<file path="config.mk">
export PLATFORM = sky130hd
export DESIGN_NAME = mic1_mem_ctrl
export DESIGN_NICKNAME = d
export VERILOG_FILES = /design/src/rtl/mic1_pkg.sv /design/src/rtl/mic1_fetch_buf.sv /design/src/rtl/mic1_mem_ctrl.sv
export SDC_FILE = /design/constraint.sdc
export NUM_CORES = 1
export LEC_CHECK = 0
export CORE_ASPECT_RATIO = 0.5
export CORE_UTILIZATION = 40
export DETAILED_ROUTE_END_ITERATION = 8
export GPL_TIMING_DRIVEN = 1
export HOLD_SLACK_MARGIN = 0.1
export PLACE_DENSITY = 0.77
export RECOVER_POWER = 50
export SYNTH_ARGS = -nofsm -noshare
export SYNTH_HDL_FRONTEND = slang
export SYNTH_SLANG_ARGS = --single-unit
</file>
<file path="constraint.sdc">
create_clock -name clk -period 1.97 [get_ports clk]
set_input_delay 0.197 -clock clk [delete_from_list [all_inputs] [get_ports clk]]
set_output_delay 0.197 -clock clk [all_outputs]
set_load 0.02 [all_outputs]
</file>
<file path="src/rtl/mic1_pkg.sv">
// Shared constants, FSM state encoding and the MBR byte-lane selector
// used by the Mic-1 memory interface.
package mic1_pkg;

  localparam int MEM_WR    = 2;
  localparam int MEM_RD    = 1;
  localparam int MEM_FETCH = 0;

  typedef enum logic [1:0] {
    ST_IDLE  = 2'd0,
    ST_DATA  = 2'd1,
    ST_FETCH = 2'd2
  } mem_state_e;

  // Big-endian: byte offset 0 is the most significant lane of the word.
  function automatic logic [7:0] byte_sel(input logic [31:0] word,
                                          input logic [1:0]  idx,
                                          input logic        big_endian);
    logic [1:0] lane;
    lane = big_endian ? ~idx : idx;
    return word[{lane, 3'b000} +: 8];
  endfunction

endpackage

</file>
<file path="src/rtl/mic1_fetch_buf.sv">
// One-word opcode fetch buffer: holds the last fetched word with its word tag.
// An invalidate for the tagged word wins over a same-cycle refill.
module mic1_fetch_buf (
  input  logic        clk,
  input  logic        resetn,
  input  logic [29:0] lookup_tag,
  output logic        hit,
  output logic [31:0] rd_word,
  input  logic        fill_en,
  input  logic [29:0] fill_tag,
  input  logic [31:0] fill_word,
  input  logic        inv_en,
  input  logic [29:0] inv_tag
);

  logic        valid_q;
  logic [29:0] tag_q;
  logic [31:0] data_q;
  logic [29:0] next_tag;

  assign next_tag = fill_en ? fill_tag : tag_q;
  assign hit      = valid_q && (tag_q == lookup_tag);
  assign rd_word  = data_q;

  always_ff @(posedge clk) begin
    if (!resetn) begin
      valid_q <= 1'b0;
      tag_q   <= '0;
      data_q  <= '0;
    end else begin
      if (fill_en) begin
        valid_q <= 1'b1;
        tag_q   <= fill_tag;
        data_q  <= fill_word;
      end
      if (inv_en && (inv_tag == next_tag)) begin
        valid_q <= 1'b0;
      end
    end
  end

endmodule

</file>
<file path="src/rtl/mic1_mem_ctrl.sv">
// Mic-1 memory interface: runs the {write, read, fetch} ops of a microinstruction
// on one memory port and stalls the sequencer. Optional fetch buffer: FETCH_BUF_EN.
module mic1_mem_ctrl
  import mic1_pkg::*;
#(
  parameter bit MAR_WORD_ADDR    = 1'b1,
  parameter bit FETCH_BIG_ENDIAN = 1'b1
) (
  input  logic        clk,
  input  logic        resetn,
  input  logic [2:0]  mem_ctrl,
  input  logic [31:0] mar,
  input  logic [31:0] mdr_out,
  input  logic [31:0] pc,
  output logic        stall,
  output logic [31:0] mdr_in,
  output logic        mdr_load,
  output logic [7:0]  mbr_in,
  output logic        mbr_load,
  output logic        err,
  output logic        mem_req,
  output logic        mem_we,
  output logic [31:0] mem_addr,
  output logic [31:0] mem_wdata,
  input  logic [31:0] mem_rdata,
  input  logic        mem_ready
);

  localparam logic [1:0] S_IDLE  = ST_IDLE;
  localparam logic [1:0] S_DATA  = ST_DATA;
  localparam logic [1:0] S_FETCH = ST_FETCH;

  logic [1:0]  state_q;
  logic        rd_q, fetch_q, we_q, err_q, hit_q;
  logic [31:0] addr_q, wdata_q, pc_q;
  logic [7:0]  hit_byte_q;

  logic [31:0] byte_addr, data_addr, pc_word, buf_word;
  logic        busy, done, final_op, stall_int, accept;
  logic        fetch_only, buf_hit, data_done, fetch_done;

  assign byte_addr  = MAR_WORD_ADDR ? (mar << 2) : mar;
  assign data_addr  = byte_addr & ~32'h3;
  assign pc_word    = pc & ~32'h3;
  assign fetch_only = (mem_ctrl == 3'b001);

  // mem_req/mem_ready: a transfer completes at the posedge where both are high;
  // mem_addr, mem_we and mem_wdata are held unchanged until that edge.
  assign busy      = (state_q != S_IDLE);
  assign done      = busy && mem_ready;
  assign final_op  = (state_q == S_FETCH) || ((state_q == S_DATA) && !fetch_q);
  assign stall_int = busy && !(mem_ready && final_op);
  assign accept    = (mem_ctrl != 3'b000) && !stall_int;

  assign data_done  = resetn && done && (state_q == S_DATA) && rd_q;
  assign fetch_done = resetn && done && (state_q == S_FETCH);

`ifdef FETCH_BUF_EN
  logic buf_hit_raw;

  mic1_fetch_buf u_fetch_buf (
    .clk        (clk),
    .resetn     (resetn),
    .lookup_tag (pc[31:2]),
    .hit        (buf_hit_raw),
    .rd_word    (buf_word),
    .fill_en    (fetch_done),
    .fill_tag   (pc_q[31:2]),
    .fill_word  (mem_rdata),
    .inv_en     (accept && mem_ctrl[MEM_WR]),
    .inv_tag    (data_addr[31:2])
  );

  assign buf_hit = fetch_only && buf_hit_raw;
`else
  assign buf_hit  = 1'b0;
  assign buf_word = '0;
`endif

  always_ff @(posedge clk) begin
    if (!resetn) begin
      state_q    <= S_IDLE;
      rd_q       <= 1'b0;
      fetch_q    <= 1'b0;
      we_q       <= 1'b0;
      err_q      <= 1'b0;
      hit_q      <= 1'b0;
      addr_q     <= '0;
      wdata_q    <= '0;
      pc_q       <= '0;
      hit_byte_q <= '0;
    end else begin
      hit_q <= 1'b0;
      if (accept) begin
        // Write+read is illegal: the write goes ahead and the read is dropped.
        err_q   <= err_q | (mem_ctrl[MEM_WR] & mem_ctrl[MEM_RD]);
        rd_q    <= mem_ctrl[MEM_RD] & ~mem_ctrl[MEM_WR];
        fetch_q <= mem_ctrl[MEM_FETCH];
        pc_q    <= pc;
        wdata_q <= mdr_out;
        if (mem_ctrl[MEM_WR] || mem_ctrl[MEM_RD]) begin
          state_q <= S_DATA;
          addr_q  <= data_addr;
          we_q    <= mem_ctrl[MEM_WR];
        end else if (buf_hit) begin
          state_q    <= S_IDLE;
          we_q       <= 1'b0;
          hit_q      <= 1'b1;
          hit_byte_q <= byte_sel(buf_word, pc[1:0], FETCH_BIG_ENDIAN);
        end else begin
          state_q <= S_FETCH;
          addr_q  <= pc_word;
          we_q    <= 1'b0;
        end
      end else if (done) begin
        we_q <= 1'b0;
        if ((state_q == S_DATA) && fetch_q) begin
          state_q <= S_FETCH;
          addr_q  <= pc_q & ~32'h3;
        end else begin
          state_q <= S_IDLE;
        end
      end
    end
  end

  assign stall     = resetn && stall_int;
  assign mem_req   = resetn && busy;
  assign mem_we    = resetn && busy && we_q;
  assign mem_addr  = resetn ? addr_q : '0;
  assign mem_wdata = resetn ? wdata_q : '0;
  assign err       = resetn && err_q;

  assign mdr_load = data_done;
  assign mdr_in   = data_done ? mem_rdata : '0;
  assign mbr_load = fetch_done || (resetn && hit_q);
  always_comb begin
    mbr_in = 8'h00;
    if (fetch_done) begin
      mbr_in = byte_sel(mem_rdata, pc_q[1:0], FETCH_BIG_ENDIAN);
    end else if (resetn && hit_q) begin
      mbr_in = hit_byte_q;
    end
  end

endmodule

</file>
==> results by group, run 1 <==
Route
  • # DRC: 0
  • Drt via density: between 5 and 6
  • Vias post-DR: 5661
  • WL/cell: between 15 and 20 µm
  • Starting DRT DRC Count: around 370
  • Routed Wire Length: 17.7 mm
  • 1st-pass router iterations: 4
  • Final ANT Viol Nets: 0

Finish
  • Nets: 1023
  • Area growth syn-to-layout: 51.3%
  • Fill count: 1121
  • Ant. Diodes: 0
  • Final non-filler cell area: 0.00829 mm²
  • Share of layout cells above drive strength 1: 16.0%

Min path
  • WHS Endpoint: state_q[0]
  • Hold Path Origin: resetn
  • Hold Path Class: input port to flip-flop
  • Hold depth: 3

Global route
  • Antenna violations before repair: 0
  • Largest net degree at the start of global routing: 100
  • Vias in the first global route: 5585
  • Total gr overflow: 0
  • Total track usage: 25.2%
  • Global-route wire length before repair: 28.6 mm

Synthesis
  • Post-synthesis sequential area ratio: between 30% and 40%
  • Synth warn: 0
  • Multiplexer area fraction after synthesis: 3.29%
  • Syn Inst Count: 668
  • Cell area after synthesis: 0.00548 mm²
  • Simple-gate share of the synthesized area: roughly 25%
  • Synth Register Bits: 100
  • Synth Area in Compound Gates: 28.2%
  • Main combinational cell family by area after synthesis: compound AO/OA/AOI/OAI gates
  • Fraction of synthesized cell area in xor and xnor cells: 0%
  • Adder-Cell Fraction of Synth Area: 0%
  • Yosys cell types: 34
  • Syn Area/Cell: 8.20 µm²

Clock tree
  • Clock tree root buffer cell: clkbuf_16
  • Clk buf depth: 2
  • CTS sink cnt: 100
  • H-tree Lvls: 3
  • Total CTS buffers: 9
  • Latest clock arrival within the worst-skew pair: about 0.34 ns
  • Clk pin slew, worst setup/hold paths: 0.07 ns
  • CTS tree: done

Power and ir drop
  • Sw frac: 31.7%
  • Internal: 4.13 mW
  • Pwr Total: 6.05 mW
  • Worst VDD drop: about 0.46 mV
  • Clock network fraction of total power: 27.5%
  • P_sw: 1.92 mW
  • Logic pwr share: 33.2%
  • Sequential power share: between 30% and 40%
  • Pwr dens: 730 mW/mm²
  • Leakage: about 3.4 nW

Die
  • Die area: between 0.01 and 0.015 mm²
  • I/O pin count: 244
  • Core Rows: 29
  • Die H: roughly 85 µm
  • Die X: 167 µm
  • Initial Util: between 40% and 50%
  • Core ar.: 0.0130 mm²

Worst setup path
  • Crit path kind: flip-flop to output pin
  • Worst Path Required: 1.77 ns
  • R2R Setup Slk: 0.12 ns
  • R2R Path Start: state_q[1]
  • Cells on worst reg2reg path: 7
  • CP endpoint kind: output pin
  • Critical path data arrival time: 1.70 ns
  • CP startpoint kind: flip-flop
  • Worst R2R End: addr_q[19]
  • Worst-path fanout max: 9

Timing
  • Hold Slack: 0.372 ns
  • Final Max Tran Viols: 0
  • Max-Slew Margin vs Limit: 66.0%
  • Final setup TNS: 0 ns
  • Worst Tran Pin Value: 0.511 ns
  • Setup violators final: 0
  • Clk_skew: 0.00737 ns
  • RSZ-0062 raised after global routing: no
  • Final period utilization: a little over nine tenths
  • Final hold vios: 0
  • Minimum clock period: approximately 1.9 ns
  • Worst Slack Setup Final: between 0.07 and 0.08 ns
  • Fmax: 527 MHz

Placement
  • DPL Wire Length: 12.4 mm
  • Placed Area: 0.00821 mm²
  • PortBufs: 239
  • GP Congestion: 0.810
  • Pre-CTS setup slack: -0.0936 ns

Flow run
  • Max cap viols: 0

Status
  • Status: finished, final reports clean
sequential cells by signal, indices dropped and copies added, names as in the netlist:
name     flops
err_q        1
state_q      2
wdata_q     32
addr_q      30
pc_q        32
rd_q         1
fetch_q      1
we_q         1
repair_timing:
item,4_1_cts,5_1_grt
setup buffers,0,0
endpoints found under the hold margin,0,0
gates resized for setup,59,68
hold buffers,0,0
endpoints found under the setup margin,44,39
layout make-up:
| type | count | area (µm²) | area share [%] |
|---|---|---|---|
| multi-input combinational | 495 | 3120 | 37.7 |
| timing repair buffer | 281 | 2660 | 32.1 |
| sequential | 100 | 2000 | 24.2 |
| clock buffer | 10 | 229 | 2.76 |
| tap | 170 | 213 | 2.57 |
| clock inverter | 6 | 48.8 | 0.589 |
| inverter | 2 | 8.76 | 0.106 |
layer usage:
metal	vias up	share of wire, %	GRT usage [%]	wire [µm]
met5	-	0	0	0
met4	0	1.2	7.26	219
met3	18	4.9	3.77	874
met2	176	49	44.8	8710
met1	2709	45	31.9	7890
li1	2758	-	-	-
synthesized netlist by cell type:
master     instances  area (µm²)
and4_1             1        8.76
o21ai_0            2        10.0
a21oi_1           67         335
o21ai_1            2        10.0
clkbuf_2           1        5.00
nand3_2            1        10.0
a21oi_2            1        8.76
mux4_2             8         180
o31ai_1            1        7.51
a31oi_1           31         194
nand2b_1           1        6.26
a21o_1             2        15.0
o21bai_1           1        7.51
o21a_1            31         233
or3_1              1        6.26
buf_1              1        3.75
buf_4             11        82.6
nand4b_1           1        8.76
and2_1            95         594
nor2_1            38         143
nand3b_1           2        15.0
or2_2              1        6.26
clkbuf_1          38         143
and3_1             3        18.8
buf_2             17        85.1
a2bb2oi_1         30         263
buf_6              4        45.0
nand2_1          132         495
nor2b_1           10        62.6
inv_1              2        7.51
a221oi_2          30         450
dfxtp_1          100        2000
conb_1             1        3.75
a32oi_1            1        8.76
critical path, stage by stage, from the launching register on:
cell and delay, ns:
dfxtp_2 0.34, buf_12 0.13, mux4_2 0.48, nor2b_1 0.15, clkdlybuf4s15_2 0.25
kinds of logic (layout without fill, tap and decap cells):
kind of cell | Yosys count | count (layout)
compound gates | 199 | 199
buf+inv | 74 | 299
flops | 100 | 100
mux | 8 | 8
other cells | 1 | 2
simple gates | 286 | 286
power by group through the flow:
stage	Clock (mW)	Sequential [mW]	Combinational, mW
4_1_cts	1.70	2.37	2.06
2_1_floorplan	0	2.39	1.23
5_1_grt	1.78	2.40	2.17
3_3_place_gp	0	2.41	2.03
6_report	1.66	2.37	2.01
3_5_place_dp	0	2.42	2.06
worst max path at each step:
stage                 endpoint  slack [ns]        from
finish               mbr_in[2]        0.07     pc_q[0]
global placement    mdr_in[21]       -0.08   mem_ready
global route         mbr_in[7]        0.01     pc_q[1]
detailed placement  mdr_in[21]       -0.09   mem_ready
CTS                 mdr_in[11]       0.002  state_q[0]
floorplan           mdr_in[22]        0.35  state_q[0]
cells in the final DEF, fill, tap and decap left out, types with 31 or more instances in the layout:
cell type / count
a21oi_1: 68
a31oi_1: 31
and2_1: 95
clkbuf_2: 35
clkdlybuf4s50_1: 143
dfxtp_1: 99
dlygate4sd3_1: 51
nand2_1: 131
nor2_1: 36
o21a_1: 31
stage by stage:
step | cells | utilization (%)
final | 1064 | 63.8
after global routing | 1064 | 63.8
after CTS | 1064 | 65.1
after detailed placement | 1048 | 63.2
after global placement | 1048 | 63.2
after floorplan | 669 | -
Power figures use the tool's default switching activity.
==> inputs of run 2 (changes only) <==
--- a/config.mk
+++ b/config.mk
@@ -5,6 +5,7 @@
 export SDC_FILE = /design/constraint.sdc
 export NUM_CORES = 1
 export LEC_CHECK = 0
+export CAP_MARGIN = 10
 export CORE_ASPECT_RATIO = 0.5
 export CORE_UTILIZATION = 40
 export DETAILED_ROUTE_END_ITERATION = 8
==> results of run 2 <==
The final DEF is identical to that of run 1; final timing and power are the same.
